**src/rtl/baseline_detector.sv**
```systemverilog
// Baseline-relative seizure detector: N consecutive exceedances of base*mult raise an alarm, followed by a refractory hold-off.
// Optional: `define DETECT_FREEZE_BASE_EN to ignore baseline updates while in PENDING/ALARM/REFRACT.
module baseline_detector #(
    parameter int unsigned FEAT_WIDTH  = 25,
    parameter int unsigned BASE_WIDTH  = 37,
    parameter int unsigned MULT_WIDTH  = 4,
    parameter int unsigned CONSEC_CNT  = 3,
    parameter int unsigned REFRACT_LEN = 4
) (
    input  logic                         clk,
    input  logic                         rst,
    input  logic                         en,
    input  logic signed [FEAT_WIDTH-1:0] feat_in,
    input  logic                         feat_valid,
    input  logic        [BASE_WIDTH-1:0] base_in,
    input  logic                         base_valid,
    input  logic        [MULT_WIDTH-1:0] thresh_mult,
    output logic                         alarm,
    output logic                         alarm_pulse,
    output logic        [2:0]            state_out,
    output logic        [7:0]            event_count
);

    typedef enum logic [2:0] {
        WAIT_BASE = 3'd0,
        MONITOR   = 3'd1,
        PENDING   = 3'd2,
        ALARM     = 3'd3,
        REFRACT   = 3'd4
    } state_t;

    localparam int unsigned THR_WIDTH = BASE_WIDTH + MULT_WIDTH;
    localparam int unsigned CMP_WIDTH = (FEAT_WIDTH > THR_WIDTH) ? FEAT_WIDTH : THR_WIDTH;

    state_t                r_state;
    logic [BASE_WIDTH-1:0] r_base;
    logic [3:0]            r_cnt;
    logic [7:0]            r_timer;

    logic [THR_WIDTH-1:0]  w_thr;
    logic [FEAT_WIDTH-1:0] w_feat_u;
    logic                  w_exceed;
    logic                  w_base_load;
    logic [3:0]            w_cnt_inc;
    logic                  w_enter_alarm;

    assign w_thr     = THR_WIDTH'(r_base) * THR_WIDTH'(thresh_mult);
    assign w_feat_u  = feat_in;
    // Sign bit gates the comparison so negative features never exceed.
    assign w_exceed  = !feat_in[FEAT_WIDTH-1] && (CMP_WIDTH'(w_feat_u) > CMP_WIDTH'(w_thr));
    assign w_cnt_inc = r_cnt + 4'd1;

`ifdef DETECT_FREEZE_BASE_EN
    assign w_base_load = base_valid && ((r_state == WAIT_BASE) || (r_state == MONITOR));
`else
    assign w_base_load = base_valid;
`endif

    assign w_enter_alarm = feat_valid && w_exceed &&
                           (((r_state == MONITOR) && (CONSEC_CNT == 1)) ||
                            ((r_state == PENDING) && (w_cnt_inc == 4'(CONSEC_CNT))));

    assign state_out = r_state;

    always_ff @(posedge clk or negedge rst) begin
        if (!rst) begin
            r_state     <= WAIT_BASE;
            r_base      <= '0;
            r_cnt       <= '0;
            r_timer     <= '0;
            alarm       <= 1'b0;
            alarm_pulse <= 1'b0;
            event_count <= '0;
        end else if (en) begin
            alarm_pulse <= 1'b0;
        end else begin
            alarm_pulse <= 1'b0;
            if (w_base_load)
                r_base <= base_in;

            case (r_state)
                WAIT_BASE: begin
                    if (base_valid)
                        r_state <= MONITOR;
                end
                MONITOR: begin
                    if (feat_valid && w_exceed) begin
                        r_cnt   <= 4'd1;
                        r_state <= PENDING;
                    end
                end
                PENDING: begin
                    if (feat_valid) begin
                        if (w_exceed) begin
                            r_cnt <= w_cnt_inc;
                        end else begin
                            r_cnt   <= '0;
                            r_state <= MONITOR;
                        end
                    end
                end
                ALARM: begin
                    if (feat_valid && !w_exceed) begin
                        r_state <= REFRACT;
                        r_timer <= 8'(REFRACT_LEN);
                        r_cnt   <= '0;
                        alarm   <= 1'b0;
                    end
                end
                REFRACT: begin
                    if (feat_valid) begin
                        r_timer <= r_timer - 8'd1;
                        if (r_timer <= 8'd1)
                            r_state <= MONITOR;
                    end
                end
                default: r_state <= WAIT_BASE;
            endcase

            // Placed after the case so ALARM entry overrides the PENDING target from MONITOR.
            if (w_enter_alarm) begin
                r_state     <= ALARM;
                alarm       <= 1'b1;
                alarm_pulse <= 1'b1;
                if (event_count != 8'hFF)
                    event_count <= event_count + 8'd1;
            end
        end
    end

endmodule

```
**config.mk**
```make
export PLATFORM = sky130hd
export DESIGN_NAME = baseline_detector
export DESIGN_NICKNAME = d
export VERILOG_FILES = /design/src/rtl/baseline_detector.sv
export SDC_FILE = /design/constraint.sdc
export NUM_CORES = 1
export LEC_CHECK = 0
export ABC_AREA = 1
export CORE_ASPECT_RATIO = 1.1
export CORE_MARGIN = 2
export CORE_UTILIZATION = 30
export DETAILED_ROUTE_END_ITERATION = 6
export SYNTH_ARGS = -nofsm -noshare
export SYNTH_HDL_FRONTEND = slang
export SYNTH_SLANG_ARGS = --single-unit
```
**constraint.sdc**
```tcl
create_clock -name clk -period 5.3 [get_ports clk]
set_clock_uncertainty 0.05 [all_clocks]
set_input_delay 1.59 -clock clk [delete_from_list [all_inputs] [get_ports clk]]
set_output_delay 1.59 -clock clk [all_outputs]
set_load 0.1 [all_outputs]
```
==> metrics.md <==
| Metric | Value |
|---|---|
| Port bufs | 83 |
| Min Tclk post-route | 5.88 ns |
| Post-Syn Area | 9610 um2 |
| # hold bufs at CTS | 0 |
| Synth Area in Simple Gates | 0.299 |
| Worst slew pin tran | 0.984 ns |
| Post-route DRC | 0 |
| Mux share of post-synthesis cell area | 0.0434 |
| GPL Wtd Cong | 0.907 |
| Sw power | 2880 uW |
| Synth Area in XOR/XNOR | 0.0336 |
| Die width | 175 um |
| Slew margin rel. | 0.342 |
| DR WL/cell | roughly 12 um |
| Bufs on Longest Clock Path | 2 |
| Post-synth EDFFs | 0 |
| GRT overflow | 0 |
| I/O pins | 84 |
| FMAX | around 0.17 GHz |
| Clock share of power | 0.101 |
| Starting Density | 0.305 |
| Register area share after synthesis | 0.161 |
| Final setup viols | 25 |
| Vias in the first global route | ~9,800 |
| Largest family of logic cells by synthesized area | simple AND/OR/NAND/NOR gates |
| Synth Area in Compound Gates | 0.0522 |
| Adder-Cell Fraction of Synth Area | 0.243 |
| Critical Path AT | ~6 ns |
| Total number of vias | 9,556 |
| Total Wirelength | 26,900 um |
| Commonest non-fill, non-tap cell in the layout | nand2_1 |
| First-pass detailed-route iteration total | 5 |
| Violated checks | setup timing |
| Leakage | ~0.0079 uW |
| Post-route cell area | 13,600 um2 |
| Post-detailed-route count of antenna-violating nets | 0 |
| H-tree depth | 3 |
| Sw Share | 0.483 |
| WHS | 0.456 ns |
| Slowest stage delay, CP | 0.52 ns |
| Final Hold Fails | 0 |
| Initial antenna violation count | 0 |
| Post-DP HPWL | 21,700 um |
| Area grow syn2layout | 41.7% |
| CP endpoint kind | flop |
| Int Pwr | 3090 uW |
| Layout cells sized above 1 | 0.248 |
| Largest net degree at the start of global routing | 38 |
| Post-Syn Area per Cell | 6.51 um2 |
| Inserted Clock Buffers | 9 |
| CTS tree | done |
| Yosys cell types | 39 |
| Iteration-0 DRC Markers | approximately 340 |
| Yosys Warn Count | 0 |
| Clock Latency Late Sink | 0.34 ns |
| Most frequent cells in the layout | 433 x nand2_1, 372 x inv_1, 167 x buf_4 |
| Worst Path Required | between 5 and 6 ns |
| RSZ-0062 raised after global routing | yes |
| Placement row count | 68 |
| Post-DP Area | roughly 12,000 um2 |
| CP max stage cell | fa_1 |
| CP startpoint kind | input port |
| Post-synth top flop | dfrtp_1 |
| Fin crit share | 1.11 |
| PwrDens | 438 nW/um2 |
| Post-Syn Nets | between 1,500 and 2,000 |
| GRT Total Usage | 0.166 |
| HP Class | flop to flop |
| Synthesized flop and latch total | 62 |
| Nets | between 1,500 and 2,000 |
| Setup TNS | -13.52 ns |
| Post-Syn Instances | 1,477 |
| Core area | about 31,000 um2 |
| Flop pwr share | 0.111 |
| Final worst slack | -0.583 ns |
| Ys async rst share | 1.00 |
| Max FO, Critical Path | 7 |
| First-pass GRT wire length | around 45,000 um |
| Status | finished with violations |
| Clock sinks | 62 |
| Clock slew at reported path FFs | ~0.05 ns |
| Max_cap viols | 0 |
| Crit path kind | input port to flop |
| Clock root cell | clkbuf_16 |
| Diodes inserted | 0 |
| Die height | 192 um |
| Logic pwr share | 0.788 |
| DR vias/cell | 4.42 |
| Worst vdd ir | 0.367 mV |
| Die ar. | 33,500 um2 |
| Slew Limit Fails | 0 |
| Most Frequent Cell on Critical Path | nand2_2 |
area by class of cell:
type / instances / area, um2
fill: 3250 / 17900
multi-input combinational: 990 / 7260
timing repair buffer: 268 / 2440
sequential: 62 / 1550
inverter: 408 / 1540
tap: 420 / 526
clock buffer: 13 / 260
clock inverter: 3 / 42.5
flip-flops by register name, summed over array words and instances, names as in the netlist:
| signal | count |
|---|---|
| alarm | 1 |
| alarm_pulse | 1 |
| event_count | 8 |
| r_base | 37 |
| r_cnt | 4 |
| r_timer | 8 |
| state_out | 3 |
per-stage QoR:
stage,utilization,power [uW],instances,setup slack [ns]
after floorplan,-,3300,1477,-0.467
after global placement,0.393,4740,2108,-1.54
after detailed placement,0.393,4800,2108,-1.59
after CTS,0.428,5900,2159,-0.513
after global routing,0.433,6540,2164,-0.843
final,0.433,5970,2164,-0.583
power by group through the flow:
stage	combinational [uW]	sequential, uW	clock (uW)
floorplan	2600	703	0
global placement	4070	667	0
detailed placement	4130	665	0
CTS	4610	662	624
global route	5220	676	645
finish	4710	662	602
path summary, 6_finish.rpt:
kind / from / end / slack [ns] / cells after the start
min in group asynchronous: rst / r_base[35] / 1.21 / 1
min: alarm / alarm / 0.46 / 2
max in group asynchronous: rst / r_base[7] / 3.05 / 2
min reg2reg: alarm / alarm / 0.46 / 2
max: thresh_mult[1] / state_out[0] / -0.58 / 34
max reg2reg: r_base[10] / state_out[0] / 0.47 / 28
synth_stat cells, types with 6 or more instances:
| library cell | instances | share of area |
|---|---|---|
| mux2_2 | 37 | 0.043 |
| nand2_1 | 492 | 0.19 |
| nor2_2 | 11 | 0.0072 |
| o21bai_1 | 9 | 0.0070 |
| a21oi_1 | 44 | 0.023 |
| nand3_2 | 6 | 0.0062 |
| xnor2_1 | 24 | 0.022 |
| inv_1 | 403 | 0.16 |
| dfrtp_1 | 62 | 0.16 |
| nand4_1 | 13 | 0.0085 |
| clkbuf_1 | 16 | 0.0062 |
| ha_1 | 75 | 0.098 |
| o21ai_0 | 15 | 0.0078 |
| nand2_2 | 6 | 0.0039 |
| fa_1 | 70 | 0.15 |
| nand3_1 | 51 | 0.027 |
| nor2_1 | 77 | 0.030 |
| xor2_1 | 11 | 0.010 |
| nor3_1 | 11 | 0.0057 |
per-layer routing:
metal	share of wire	vias to the layer above	GRT usage	wire length (um)
li1	-	4890	-	-
met1	0.46	4454	0.206	12300
met2	0.48	177	0.294	12800
met3	0.039	35	0.0249	1050
met4	0.027	0	0.0583	733
met5	0	-	0	0
kinds of logic (layout without fill, tap and decap cells):
| group | after synthesis | in the layout |
|---|---|---|
| compound gates | 88 | 88 |
| simple gates | 682 | 684 |
| flops | 62 | 62 |
| mux | 37 | 37 |
| buf+inv | 427 | 692 |
| xor+xnor | 36 | 36 |
| fa+ha+maj | 145 | 145 |
worst max-delay path, delay by kind of cell:
family                     cells  cell delay (ns)
xor gates and xnor gates       1             0.15
and+or+nand+nor               17             1.49
buffers and inverters         10             0.85
adders and majority gates      4             1.55
AOI/OAI and AO/OA              2             0.41
what timing repair did:
action | 4_1_cts | 5_1_grt
gates resized for setup | 149 | 30
setup buffers | 29 | 4
gates cloned | 6 | 1
pin swaps | 77 | 71
setup endpoints to repair | 25 | 25
Power figures use the tool's default switching activity.
